==> src/rtl/cordic_pkg.sv <==
// cordic_pkg: shared CORDIC constants, FSM encoding and arctangent schedule.
package cordic_pkg;
  localparam logic [1:0] S_IDLE = 2'd0;
  localparam logic [1:0] S_PRE  = 2'd1;
  localparam logic [1:0] S_ROT  = 2'd2;
  localparam logic [1:0] S_DONE = 2'd3;
  localparam int HALF_PI = 64;
  localparam int PI      = 128;
  // Binary-angle arctangent schedule, 128 = pi; element [i] is atan(2^-i).
  localparam logic [7:0][7:0] ATAN = {8'd0, 8'd1, 8'd1, 8'd3, 8'd5, 8'd10, 8'd19, 8'd32};
endpackage

==> src/rtl/cordic_cond_negate.sv <==
// cordic_cond_negate: passes a through, or its two's complement when neg is set.
module cordic_cond_negate #(
  parameter int N = 10
) (
  input  logic [N-1:0] a,
  input  logic         neg,
  output logic [N-1:0] y
);
  assign y = neg ? -a : a;
endmodule

==> src/rtl/cordic_rot_sequencer.sv <==
// cordic_rot_sequencer: iterative rotation-mode CORDIC with quadrant pre-rotation.
module cordic_rot_sequencer
  import cordic_pkg::*;
#(
  parameter int W    = 8,
  parameter int ITER = 8,
  parameter int GW   = 2
) (
  input  logic            clk,
  input  logic            rst_n,
  input  logic            start,
  input  logic [W-1:0]    x_in,
  input  logic [W-1:0]    y_in,
  input  logic [W-1:0]    z_in,
  output logic            busy,
  output logic            done,
  output logic [W+GW-1:0] x_out,
  output logic [W+GW-1:0] y_out,
  output logic [W-1:0]    z_res
);
  localparam int XW = W + GW;
  logic [1:0] state_q, state_d;
  logic [2:0] i_q, i_d;
  logic signed [XW-1:0] x_q, x_d, y_q, y_d, x_out_q, x_out_d, y_out_q, y_out_d;
  logic signed [XW-1:0] x_neg, y_neg, x_sh, y_sh, x_rot, y_rot;
  logic signed [W-1:0]  z_q, z_d, z_res_q, z_res_d, z_rot, a;
  logic pre_neg, dpos, last;
  assign pre_neg = z_q[W-1] ^ z_q[W-2];
  cordic_cond_negate #(.N(XW)) u_neg_x (.a(x_q), .neg(pre_neg), .y(x_neg));
  cordic_cond_negate #(.N(XW)) u_neg_y (.a(y_q), .neg(pre_neg), .y(y_neg));
  // One micro-rotation; all three updates read the pre-update registers.
  always_comb begin
    dpos  = ~z_q[W-1];
    x_sh  = x_q >>> i_q;
    y_sh  = y_q >>> i_q;
    a     = W'(ATAN[i_q]);
    x_rot = dpos ? x_q - y_sh : x_q + y_sh;
    y_rot = dpos ? y_q + x_sh : y_q - x_sh;
    z_rot = dpos ? z_q - a : z_q + a;
    last  = i_q == 3'(ITER - 1);
  end
  always_comb begin
    state_d = state_q;
    i_d     = i_q;
    x_d     = x_q;
    y_d     = y_q;
    z_d     = z_q;
    x_out_d = x_out_q;
    y_out_d = y_out_q;
    z_res_d = z_res_q;
    case (state_q)
      S_IDLE: if (start) begin
        state_d = S_PRE;
        x_d     = {{GW{x_in[W-1]}}, x_in};
        y_d     = {{GW{y_in[W-1]}}, y_in};
        z_d     = z_in;
      end
      S_PRE: begin
        state_d = S_ROT;
        i_d     = '0;
        x_d     = x_neg;
        y_d     = y_neg;
        z_d     = pre_neg ? {~z_q[W-1], z_q[W-2:0]} : z_q;
      end
      S_ROT: begin
        state_d = last ? S_DONE : S_ROT;
        i_d     = last ? '0 : i_q + 3'd1;
        x_d     = x_rot;
        y_d     = y_rot;
        z_d     = z_rot;
        x_out_d = last ? x_rot : x_out_q;
        y_out_d = last ? y_rot : y_out_q;
        z_res_d = last ? z_rot : z_res_q;
      end
      default: state_d = S_IDLE;
    endcase
  end
  always_ff @(posedge clk) begin
    if (!rst_n) begin
      state_q <= S_IDLE;
      i_q     <= '0;
      x_q     <= '0;
      y_q     <= '0;
      z_q     <= '0;
      x_out_q <= '0;
      y_out_q <= '0;
      z_res_q <= '0;
    end else begin
      state_q <= state_d;
      i_q     <= i_d;
      x_q     <= x_d;
      y_q     <= y_d;
      z_q     <= z_d;
      x_out_q <= x_out_d;
      y_out_q <= y_out_d;
      z_res_q <= z_res_d;
    end
  end
  assign busy  = state_q != S_IDLE;
  assign done  = state_q == S_DONE;
  assign x_out = x_out_q;
  assign y_out = y_out_q;
  assign z_res = z_res_q;
endmodule

==> config.mk <==
export PLATFORM = sky130hd
export DESIGN_NAME = cordic_rot_sequencer
export DESIGN_NICKNAME = d
export VERILOG_FILES = /design/src/rtl/cordic_pkg.sv /design/src/rtl/cordic_cond_negate.sv /design/src/rtl/cordic_rot_sequencer.sv
export SDC_FILE = /design/constraint.sdc
export NUM_CORES = 1
export LEC_CHECK = 0
export ABC_AREA = 1
export BUFFER_PORTS_ARGS = -buffer_cell sky130_fd_sc_hd__buf_2
export CAP_MARGIN = 15
export CELL_PAD_IN_SITES_DETAIL_PLACEMENT = 0
export CELL_PAD_IN_SITES_GLOBAL_PLACEMENT = 1
export CORE_UTILIZATION = 38
export DETAILED_ROUTE_END_ITERATION = 7
export GPL_TIMING_DRIVEN = 0
export HOLD_SLACK_MARGIN = 0.06
export PLACE_DENSITY = 0.86
export SETUP_SLACK_MARGIN = 0.5
export SYNTH_ARGS = -nofsm -noshare
export SYNTH_HDL_FRONTEND = slang
export SYNTH_SLANG_ARGS = --single-unit
export TNS_END_PERCENT = 10
==> constraint.sdc <==
create_clock -name clk -period 3.1 [get_ports clk]
set_input_delay 0.155 -clock clk [delete_from_list [all_inputs] [get_ports clk]]
set_output_delay 0.155 -clock clk [all_outputs]
set_load 0.01 [all_outputs]
==> summary.txt <==
GRT
  • GR Overflow Total: 0
  • Global-route wire length before repair: 29000 um
  • Total GRT Usage: 0.258
  • Largest net degree at the start of global routing: 14
  • Initial antenna violation count: 0
  • Vias in the first global route: 5582

Setup path
  • Crit path launch type: flop
  • Cell mode on critical path: nand2_1
  • Worst stage delay on the critical path: 0.42 ns
  • Crit-path cells: inv_4 > buf_8 > buf_6 > nand2_1 > nand3_2 > nand3_2 > nand2_2 > nor2_4 > nand2_4 > nor2_4 > nand2_1 > nand2_1 > xnor2_1 > ha_1 > a21o_1 > a221oi_2 > nand3_1 > inv_1 > nand3_2 > nand2_2 > nand2_1 > nand2_1 > inv_1
  • R2R cell count: 23
  • Critical path's slowest cell: dfxtp_4
  • CP Capture Type: flop
  • Worst Path Arrival: 3.23 ns
  • Worst-path maximum fanout: 6
  • Required @ worst endpoint: 3.33 ns
  • Crit path kind: reg -> reg

Layout
  • Cell area after layout: 6980 um2
  • Fraction of final layout cells sized beyond drive strength 1: 0.245
  • Fin nets: 1019
  • Area occupied by multi-input gates: 3910 um2
  • Fillers: 1371
  • FF+latch area: 1360 um2
  • N_diodes: 0
  • Synthesis-to-finish area growth: 30.7%

Clock network
  • Worst skew pair latency: 0.34 ns
  • Worst-path clk slew: 0.06 ns
  • H-Tree Depth: 3
  • Longest Clk Path Bufs: 2
  • Clk sinks: 67
  • Clock Root Buffer: clkbuf_16
  • CTS tree: done
  • Total CTS buffers: 9

Synth
  • Count of unique library cells instantiated by Yosys: 41
  • Sequential element share of the synthesized area: 0.251
  • Async set or reset register ratio after synthesis: 0
  • Syn avg cell area: 6.28 um2
  • Syn Nets: 917
  • Synthesized cell area: 5340 um2
  • Syn Inst Count: 849
  • Post-synth EDFFs: 0
  • Yosys synthesis warning count: 0
  • Synth Register Bits: 67
  • Prevailing post-synth register cell: dfxtp_1

STA
  • Relative slew slack: 0.353
  • RSZ-0062 raised after global routing: yes
  • Count of final hold-check violations: 0
  • Final Setup Violations: 0
  • Least-Margin Pin Slew: 0.963 ns
  • Final Critical Period: 2.99 ns
  • Max Slew Vio Count: 0
  • Clk_skew: 0.00854 ns
  • Period utilization: 0.965
  • FMAX: 334 MHz

Floorplanning
  • # IOs: 57
  • Initial Util: 0.397
  • Core Footprint: 13500 um2
  • Die Wd: 120 um
  • Cell row count: 42
  • Die area: 14500 um2
  • Die H: 120 um

Job
  • Max-Cap Viols: 0

Routing
  • Via density: 5.30
  • # DRC: 0
  • Avg WL per Cell: 16.4 um
  • DR vias: 5999
  • Antenna Violating Nets Remaining: 0
  • Drt initial violations: 506
  • Detailed-route wire length: 18500 um
  • Pre-Repair DR Iteration Count: 4

Place
  • Placed cell areas: 5860 um2
  • Number of port buffers: 56
  • GPL Wtd Cong: 0.865
  • Dpl hpwl: 13600 um

Worst hold path
  • Cells on Worst Hold Path: 3
  • Hold Path Class: in -> reg

Status
  • Outcome: completed
-- cell usage after synthesis, types with 3 or more instances --
| library cell | number | share of area |
|---|---|---|
| nand3_1 | 82 | 0.077 |
| a221oi_1 | 5 | 0.0082 |
| ha_1 | 38 | 0.089 |
| nand3b_1 | 3 | 0.0042 |
| a31oi_1 | 7 | 0.0082 |
| nor3_1 | 6 | 0.0056 |
| dfxtp_1 | 67 | 0.25 |
| nand2_2 | 4 | 0.0047 |
| buf_2 | 8 | 0.0075 |
| buf_4 | 3 | 0.0042 |
| clkbuf_1 | 20 | 0.014 |
| nand2_1 | 200 | 0.14 |
| a211oi_1 | 4 | 0.0056 |
| fa_1 | 3 | 0.011 |
| xnor2_1 | 9 | 0.015 |
| o21ai_0 | 85 | 0.080 |
| o211ai_1 | 7 | 0.0098 |
| xor2_1 | 26 | 0.043 |
| or2_2 | 4 | 0.0047 |
| nor2_1 | 87 | 0.061 |
| a21oi_1 | 60 | 0.056 |
| inv_1 | 97 | 0.068 |
-- path summary, 6_finish.rpt --
| path | startpoint | end | slack [ns] |
|---|---|---|---|
| worst max register to register | i_q[0] | x_out[9] | 0.11 |
| worst min register to register | y_q[0] | y_q[0] | 0.47 |
| worst min-delay path | z_in[0] | z_q[0] | 0.08 |
| worst max-delay path | i_q[0] | x_out[9] | 0.11 |
-- registers in the layout, indices dropped and copies added, names as in the netlist --
register	flops
x_q	10
i_q	3
y_out	10
z_res	8
state_q	2
a	6
z_q	8
y_q	10
x_out	10
-- final cells by class --
cell class                 count  share of cell area
tap                          176              0.0316
sequential                    67               0.195
multi-input combinational    648               0.560
timing repair buffer          91              0.0809
clock inverter                 5             0.00933
inverter                     101              0.0558
buffer                        33              0.0309
clock buffer                  11              0.0362
-- cells by family after synthesis --
family | count (synthesis) | synth area share
DFF | 67 | 0.251
adders and majority gates | 41 | 0.100
and+or+nand+nor | 392 | 0.306
AOI/OAI and AO/OA | 180 | 0.185
xor gates and xnor gates | 35 | 0.0575
buffers and inverters | 134 | 0.100
-- critical path: cells and delay by family (launching register included) --
family,cells,cell delay [ns]
AO/OA/AOI/OAI,2,0.45
XOR/XNOR,1,0.13
adder cells (fa/ha/maj),1,0.28
buffers and inverters,5,0.45
flip-flops,1,0.42
AND/OR/NAND/NOR,14,1.13
-- layer usage --
metal	GRT usage	routed length [um]
met5	0	0
met4	0.0795	478
met3	0.0373	1090
met2	0.426	8710
met1	0.345	8230
-- through the flow --
step	setup TNS, ns	util	hold WS (ns)	cells	setup slack [ns]
detailed placement	-1.96	0.436	0.412	1081	-0.249
CTS	0	0.497	0.0694	1128	0.119
global route	-0.435	0.519	0.124	1132	-0.0962
global placement	-2.19	0.436	0.403	1081	-0.238
finish	0	0.519	0.0772	1132	0.107
floorplan	0	-	0.303	849	0.388
-- what timing repair did --
| action | 4_1_cts | 5_1_grt |
|---|---|---|
| pin swaps | 45 | 34 |
| gates cloned | 2 | 0 |
| endpoints found under the setup margin | 43 | 48 |
| hold buffers | 1 | 0 |
| hold endpoints to repair | 1 | 0 |
| gates resized for setup | 78 | 70 |
| buffers inserted | 28 | 4 |
-- cell usage in the layout (no fill, tap or decap), types with 3 or more instances in the layout --
cell       count
nand2_1      176
inv_1         94
nor2_1        82
o21ai_0       72
buf_2         60
nand3_1       60
dfxtp_1       55
a21oi_1       54
buf_4         31
ha_1          30
nand2_2       25
xor2_1        25
nand3_2       23
clkbuf_1      17
dfxtp_2       10
clkbuf_16      9
o21ai_2        8
ha_4           8
buf_6          7
o211ai_1       7
xnor2_1        7
a21oi_2        6
nor3_1         6
o21ai_1        6
a31oi_1        6
buf_8          5
inv_2          4
nor2_2         4
or2_2          4
a211oi_1       4
inv_6          4
nand2_4        3
nor2_4         3
nand3b_1       3
a221oi_1       3
Power is not shown: default switching activity piles up to over one toggle a cycle in this logic, so the estimate is an artifact.
